==> config.mk <==
export PLATFORM = sky130hd
export DESIGN_NAME = ax_pred_mode_ctrl
export DESIGN_NICKNAME = d
export VERILOG_FILES = /design/src/rtl/ax_pred_mode_ctrl.sv
export SDC_FILE = /design/constraint.sdc
export NUM_CORES = 1
export LEC_CHECK = 0
export CAP_MARGIN = 10
export CORE_UTILIZATION = 49
export CTS_CLUSTER_DIAMETER = 120
export DETAILED_ROUTE_END_ITERATION = 10
export PLACE_DENSITY = 0.85
export SLEW_MARGIN = 25
export SYNTH_ARGS = -nofsm -noshare
export SYNTH_HDL_FRONTEND = slang
export SYNTH_SLANG_ARGS = --single-unit
export TNS_END_PERCENT = 100
==> constraint.sdc <==
create_clock -name clk -period 3.2 [get_ports clk]
set_input_delay 0.64 -clock clk [delete_from_list [all_inputs] [get_ports clk]]
set_output_delay 0.64 -clock clk [all_outputs]
set_load 0.05 [all_outputs]
==> src/rtl/ax_pred_mode_ctrl.sv <==
// ax_pred_mode_ctrl: train/active/cooldown sequencer that decides when the
// BranchDecider should trust AXBTB hits instead of the normal predictor.
// A loop-begin buffer hit starts a training window. A quiet window promotes
// to ACTIVE, a noisy one backs off through COOLDOWN. ACTIVE is held while
// hits keep arriving and mispredictions stay under threshold.

// Per-lane qualifier: a lane takes the AXBTB decision only when approximate
// mode is on, the lane is fetching, and the AXBTB actually hit.
module ax_pred_lane_sel (
    input  logic en_i,
    input  logic fetch_vld_i,
    input  logic axbtb_hit_i,
    output logic sel_o
);
    assign sel_o = en_i & fetch_vld_i & axbtb_hit_i;
endmodule

module ax_pred_mode_ctrl #(
    parameter int FETCH_WIDTH    = 2,
    parameter int RESOLVE_WIDTH  = 2,
    parameter int CNT_WIDTH      = 10,
    parameter int TRAIN_CYCLES   = 64,
    parameter int MISPRED_THRESH = 3,
    parameter int ACTIVE_TIMEOUT = 256,
    parameter int COOL_CYCLES    = 128
) (
    input  logic                     clk,
    input  logic                     rst,
    input  logic                     flush,
    input  logic [FETCH_WIDTH-1:0]   fetchValid,
    input  logic [FETCH_WIDTH-1:0]   bufferHit,
    input  logic [FETCH_WIDTH-1:0]   axbtbHit,
    input  logic [RESOLVE_WIDTH-1:0] resolveValid,
    input  logic [RESOLVE_WIDTH-1:0] resolveMispred,
    output logic                     axEnable,
    output logic [FETCH_WIDTH-1:0]   axSel,
    output logic [1:0]               state,
    output logic [7:0]               mispredCount,
    output logic [31:0]              activeCycles
);

    localparam logic [1:0] S_IDLE     = 2'd0;
    localparam logic [1:0] S_TRAIN    = 2'd1;
    localparam logic [1:0] S_ACTIVE   = 2'd2;
    localparam logic [1:0] S_COOLDOWN = 2'd3;

    // Terminal counts. Each phase exits on its last count, so counters
    // never need to hold the full parameter value and cannot wrap.
    localparam logic [CNT_WIDTH-1:0] TRAIN_LAST   = CNT_WIDTH'(TRAIN_CYCLES - 1);
    localparam logic [CNT_WIDTH-1:0] TIMEOUT_LAST = CNT_WIDTH'(ACTIVE_TIMEOUT - 1);
    localparam logic [CNT_WIDTH-1:0] COOL_LAST    = CNT_WIDTH'(COOL_CYCLES - 1);
    localparam logic [8:0]           THRESH       = 9'(MISPRED_THRESH);
    localparam longint               CNT_SPAN     = longint'(1) << CNT_WIDTH;

    if (CNT_WIDTH < 1 || CNT_WIDTH > 30 ||
        TRAIN_CYCLES < 1 || longint'(TRAIN_CYCLES) > CNT_SPAN ||
        ACTIVE_TIMEOUT < 1 || longint'(ACTIVE_TIMEOUT) > CNT_SPAN ||
        COOL_CYCLES < 1 || longint'(COOL_CYCLES) > CNT_SPAN ||
        MISPRED_THRESH < 0 || MISPRED_THRESH > 255 ||
        RESOLVE_WIDTH < 1 || RESOLVE_WIDTH > 255 || FETCH_WIDTH < 1) begin : g_bad_param
        $error("ax_pred_mode_ctrl: parameter out of range for CNT_WIDTH");
    end

    logic [1:0]           state_q, state_d;
    logic [CNT_WIDTH-1:0] phase_q, phase_d;
    logic [CNT_WIDTH-1:0] idle_q,  idle_d;
    logic [7:0]           mcnt_q,  mcnt_d;
    logic [31:0]          act_q,   act_d;

    logic       hit;
    logic [7:0] mp;
    logic [8:0] mc_sum;
    logic [7:0] mc_sat;
    logic [31:0] act_inc;

    assign hit     = |(fetchValid & bufferHit);
    assign mc_sum  = {1'b0, mcnt_q} + {1'b0, mp};
    assign mc_sat  = mc_sum[8] ? 8'hFF : mc_sum[7:0];
    assign act_inc = (&act_q) ? act_q : act_q + 32'd1;

    // Count mispredictions reported this cycle across all resolve slots.
    always_comb begin
        mp = '0;
        for (int j = 0; j < RESOLVE_WIDTH; j++) begin
            mp = mp + 8'(resolveValid[j] & resolveMispred[j]);
        end
    end

    // Phase sequencing. Every exit from a counting phase clears phase, idle
    // and window counters so the next phase starts from a clean slate.
    always_comb begin
        state_d = state_q;
        phase_d = phase_q;
        idle_d  = idle_q;
        mcnt_d  = mcnt_q;
        act_d   = act_q;
        if (flush) begin
            state_d = S_IDLE;
            phase_d = '0;
            idle_d  = '0;
            mcnt_d  = '0;
        end else begin
            case (state_q)
                S_IDLE: begin
                    if (hit) begin
                        state_d = S_TRAIN;
                        phase_d = '0;
                        mcnt_d  = '0;
                    end
                end
                S_TRAIN: begin
                    phase_d = phase_q + CNT_WIDTH'(1);
                    mcnt_d  = mc_sat;
                    if (phase_q == TRAIN_LAST) begin
                        state_d = (mc_sum <= THRESH) ? S_ACTIVE : S_COOLDOWN;
                        phase_d = '0;
                        idle_d  = '0;
                        mcnt_d  = '0;
                    end
                end
                S_ACTIVE: begin
                    act_d  = act_inc;
                    idle_d = hit ? '0 : idle_q + CNT_WIDTH'(1);
                    if (phase_q == TRAIN_LAST) begin
                        phase_d = '0;
                        mcnt_d  = '0;
                    end else begin
                        phase_d = phase_q + CNT_WIDTH'(1);
                        mcnt_d  = mc_sat;
                    end
                    // Threshold exceed outranks the idle timeout.
                    if (mc_sum > THRESH) begin
                        state_d = S_COOLDOWN;
                        phase_d = '0;
                        idle_d  = '0;
                        mcnt_d  = '0;
                    end else if (!hit && idle_q == TIMEOUT_LAST) begin
                        state_d = S_IDLE;
                        phase_d = '0;
                        idle_d  = '0;
                        mcnt_d  = '0;
                    end
                end
                default: begin
                    if (phase_q == COOL_LAST) begin
                        state_d = S_IDLE;
                        phase_d = '0;
                    end else begin
                        phase_d = phase_q + CNT_WIDTH'(1);
                    end
                end
            endcase
        end
    end

    // State and counter registers with synchronous reset.
    always_ff @(posedge clk) begin
        if (rst) begin
            state_q <= S_IDLE;
            phase_q <= '0;
            idle_q  <= '0;
            mcnt_q  <= '0;
            act_q   <= '0;
        end else begin
            state_q <= state_d;
            phase_q <= phase_d;
            idle_q  <= idle_d;
            mcnt_q  <= mcnt_d;
            act_q   <= act_d;
        end
    end

    assign axEnable     = (state_q == S_ACTIVE);
    assign state        = state_q;
    assign mispredCount = mcnt_q;
    assign activeCycles = act_q;

    for (genvar i = 0; i < FETCH_WIDTH; i++) begin : g_lane
        ax_pred_lane_sel u_sel (
            .en_i        (axEnable),
            .fetch_vld_i (fetchValid[i]),
            .axbtb_hit_i (axbtbHit[i]),
            .sel_o       (axSel[i])
        );
    end

endmodule

==> results.py <==
metrics = {
    "worst_setup_path": {
        "reg2reg_slack_ns": 0.54,
        "worstSetupStartpointType": "input pin",
        "crit_required_ns": 3.46,
        "worstSetupPathType": "in -> reg",
        "cp_max_fo": 8,
        "reg2reg_depth": 8,
        "slowest_delay_ns": 0.36,
        "crit_arrival_ns": 3.33,
        "cp-end-kind": "flop",
        "slowest_stage": "fa_2",
        "path_cells": "clkdlybuf4s15_1 > and2_1 > ha_1 > ha_2 > fa_2 > and4b_2 > nand3_1 > a222oi_1 > buf_4 > nand3b_4 > a211o_1 > o31ai_2",
    },
    "floorplanning": {
        "initial_core_util": 0.517,
        "rows": 30,
        "die_w_um": 87.6,
        "core_sq_mm": 0.00694,
        "die_h_um": 87.6,
        "dieArea_sq_mm": 0.00767,
        "io_pins": 58,
    },
    "logic_synthesis": {
        "synth_top_family_by_area": "simple AND/OR/NAND/NOR gates",
        "synth_area_leaders": "dfxtp_1 35%, xnor2_1 7.6%, nor2_1 6.1%",
        "synth-xor-area-share": 0.0903,
        "synthMuxAreaShare": 0.00558,
        "yosys.area_share.simple": 0.307,
        "syn_area_sq_mm": 0.00359,
        "yosysSeqAreaShare": 0.346,
        "syn_inst": 436,
        "ys_warn_count": 0,
        "synth-edff-count": 0,
        "synth_nets": 460,
        "synth_common_cells": "62 x dfxtp_1, 58 x nor2_1, 45 x nand2_1",
        "synth_compound_area_frac": 0.154,
        "synthAdderAreaFrac": 0.0404,
        "synth_top_area_share": 0.346,
        "synth_cell_types": 70,
        "syn_avg_cell_area_sq_um": 8.23,
        "synth_ff_type": "dfxtp_1",
        "ys_seq_elements": 62,
        "synthArstFlopShare": 0,
        "synth.most_common_cell": "dfxtp_1",
        "yosys.area.top_type": "dfxtp_1",
    },
    "finish": {
        "final_nets": 514,
        "fin_area_sq_mm": 0.00439,
        "fillers": 589,
        "syn_to_final_growth_pct": 22.4,
        "regArea_sq_mm": 0.00124,
        "layout-drive-gt1-share": 0.108,
        "antenna_cells": 0,
        "multi_input_area_sq_mm": 0.00216,
    },
    "timing": {
        "finalSetupViolations": 0,
        "hold_viol_final": 0,
        "fin_setup_tns_ns": 0,
        "min_period_over_period": 0.958,
        "relSlewSlack": 0.444,
        "setup_ws_ns": 0.134,
        "skew_ns": 0.00772,
        "slew_viol_final": 0,
        "whs_ns": 0.513,
        "min_period_ns": 3.07,
        "fmax_ghz": 0.326,
        "worst_pin_slew_ns": 0.830,
        "rsz0062_at_grt": "no",
    },
    "cts": {
        "cts_max_level": 3,
        "worstSkewPairLatency_ns": 0.34,
        "cts_buffers": 9,
        "ctsHoldBuffers": 0,
        "cts.sinks": 62,
        "clock-root-buffer": "clkbuf_8",
        "tritoncts": "done",
        "clkTransAtPathRegs_ns": 0.07,
        "clockBufferDepth": 2,
    },
    "detailed_routing": {
        "wl_um": 8670,
        "wl_per_cell_um": 14.7,
        "drtAntennaViolNets": 0,
        "drt_pass1_iterations": 5,
        "drt_iter0_drc": 265,
        "route.detailed.drc": 0,
        "viasPerCell": 5.76,
        "num_vias": 3390,
    },
    "placed_design": {
        "dp_hpwl_um": 5980,
        "place.gp.congestion": 0.882,
        "io_buffers": 57,
        "place_area_sq_mm": 0.00420,
        "preCtsSetupSlack_ns": -0.546,
    },
    "power_and_ir_drop": {
        "switchingPower_mw": 0.469,
        "p_int_mw": 1.23,
        "p_seq_frac": 0.465,
        "ir_worst_vdd_v": 0.000276,
        "p_leak_nw": 1.43,
        "p_comb_frac": 0.158,
        "p_sw_frac": 0.277,
        "cellPowerDensity_mw_per_mm2": 386,
        "power_mw": 1.70,
        "clockPowerShare": 0.377,
    },
    "global_routing": {
        "grt_pass1_vias": 3197,
        "gr-usage-all-layers": 0.238,
        "grt_first_pass_wirelength_um": 14400,
        "grt-ovfl-total": 0,
        "grt_max_degree": 36,
        "antenna_found_initial": 0,
    },
    "flow_run": {
        "max_cap_viol_count": 0,
    },
    "status": {
        "status": "completed",
    },
    "worst_hold_path": {
        "hold_depth": 2,
        "hp-class": "reg -> reg",
    },
}
## per-stage QoR
stage,instances,utilization
final,589,0.633
after global placement,574,0.604
after CTS,588,0.631
after floorplan,436,-
after detailed placement,574,0.604
after global routing,589,0.633
## worst max-delay path: cells and delay by family
kind / cells / cell delay (ns)
adders and majority gates: 3 / 0.84
AOI/OAI and AO/OA: 3 / 0.84
and+or+nand+nor: 4 / 0.61
buffers and inverters: 2 / 0.40
## per-layer routing
| layer | vias to the layer above | part of all wire | GRT usage |
|---|---|---|---|
| met5 | - | 0 | 0 |
| met4 | 0 | 0.020 | 0.0969 |
| met3 | 19 | 0.069 | 0.0688 |
| met2 | 126 | 0.48 | 0.395 |
| met1 | 1584 | 0.43 | 0.290 |
| li1 | 1661 | - | - |
## final cells by class
| type | instances | area share |
|---|---|---|
| Tap cell | 96 | 0.0273 |
| Timing Repair Buffer | 68 | 0.149 |
| Clock inverter | 2 | 0.00797 |
| Multi-Input combinational cell | 337 | 0.492 |
| Sequential cell | 62 | 0.283 |
| Inverter | 12 | 0.0103 |
| Clock buffer | 12 | 0.0308 |
## sequential cells by signal, indices dropped and copies added (netlist names)
register / cells
state: 2
mispredCount: 8
activeCycles: 32
idle_q: 10
phase_q: 10
## what timing repair did
action / in CTS / in global routing
setup endpoints to repair: 29 / 24
setup buffers: 0 / 1
endpoints found under the hold margin: 0 / 0
pin swaps: 8 / 5
resized for setup: 11 / 0
## placed cells by master (no fill, tap or decap), types with 3 or more instances in the layout
cell and instances:
dfxtp_1 62, nor2_1 58, clkdlybuf4s50_1 53, nand2_1 45, xnor2_1 31, nand3_1 20
nor3_1 17, a21oi_1 16, inv_1 12, nand4_1 11, a31oi_1 11, buf_4 11
ha_1 9, clkbuf_8 9, and3_1 6, or2_2 6, xor2_1 6, and2_1 5
and4_1 5, nor4_1 5, o21ai_0 5, nand2b_1 4, a211oi_1 4, o211ai_1 4
o21a_1 4, clkdlybuf4s15_1 4, nor3b_1 3, o31ai_1 3, a21o_2 3, nand3b_1 3
o22ai_1 3, or3_1 3, clkbuf_1 3
## power groups by stage
stage | clock network (mW) | registers (mW) | logic (mW)
6_report | 0.640 | 0.788 | 0.268
5_1_grt | 0.684 | 0.788 | 0.291
4_1_cts | 0.652 | 0.787 | 0.263
3_5_place_dp | 0 | 0.805 | 0.257
3_3_place_gp | 0 | 0.804 | 0.249
2_1_floorplan | 0 | 0.819 | 0.171
## logic make-up after synthesis
kind of cell	count (synthesis)
AND/OR/NAND/NOR	211
adder cells (fa/ha/maj)	11
XOR/XNOR	37
flip-flops	62
multiplexers	2
AO/OA/AOI/OAI	76
buffers and inverters	37
## worst paths after layout
check | from | to
min | idle_q[7]$_SDFFE_PP0P_ | idle_q[7]$_SDFFE_PP0P_
min reg2reg | idle_q[7]$_SDFFE_PP0P_ | idle_q[7]$_SDFFE_PP0P_
max reg2reg | state[1]$_SDFFE_PP0P_ | idle_q[9]$_SDFFE_PP0P_
max | resolveMispred[1] | phase_q[8]$_SDFFE_PP0P_
(Power assumes the default switching activity.)
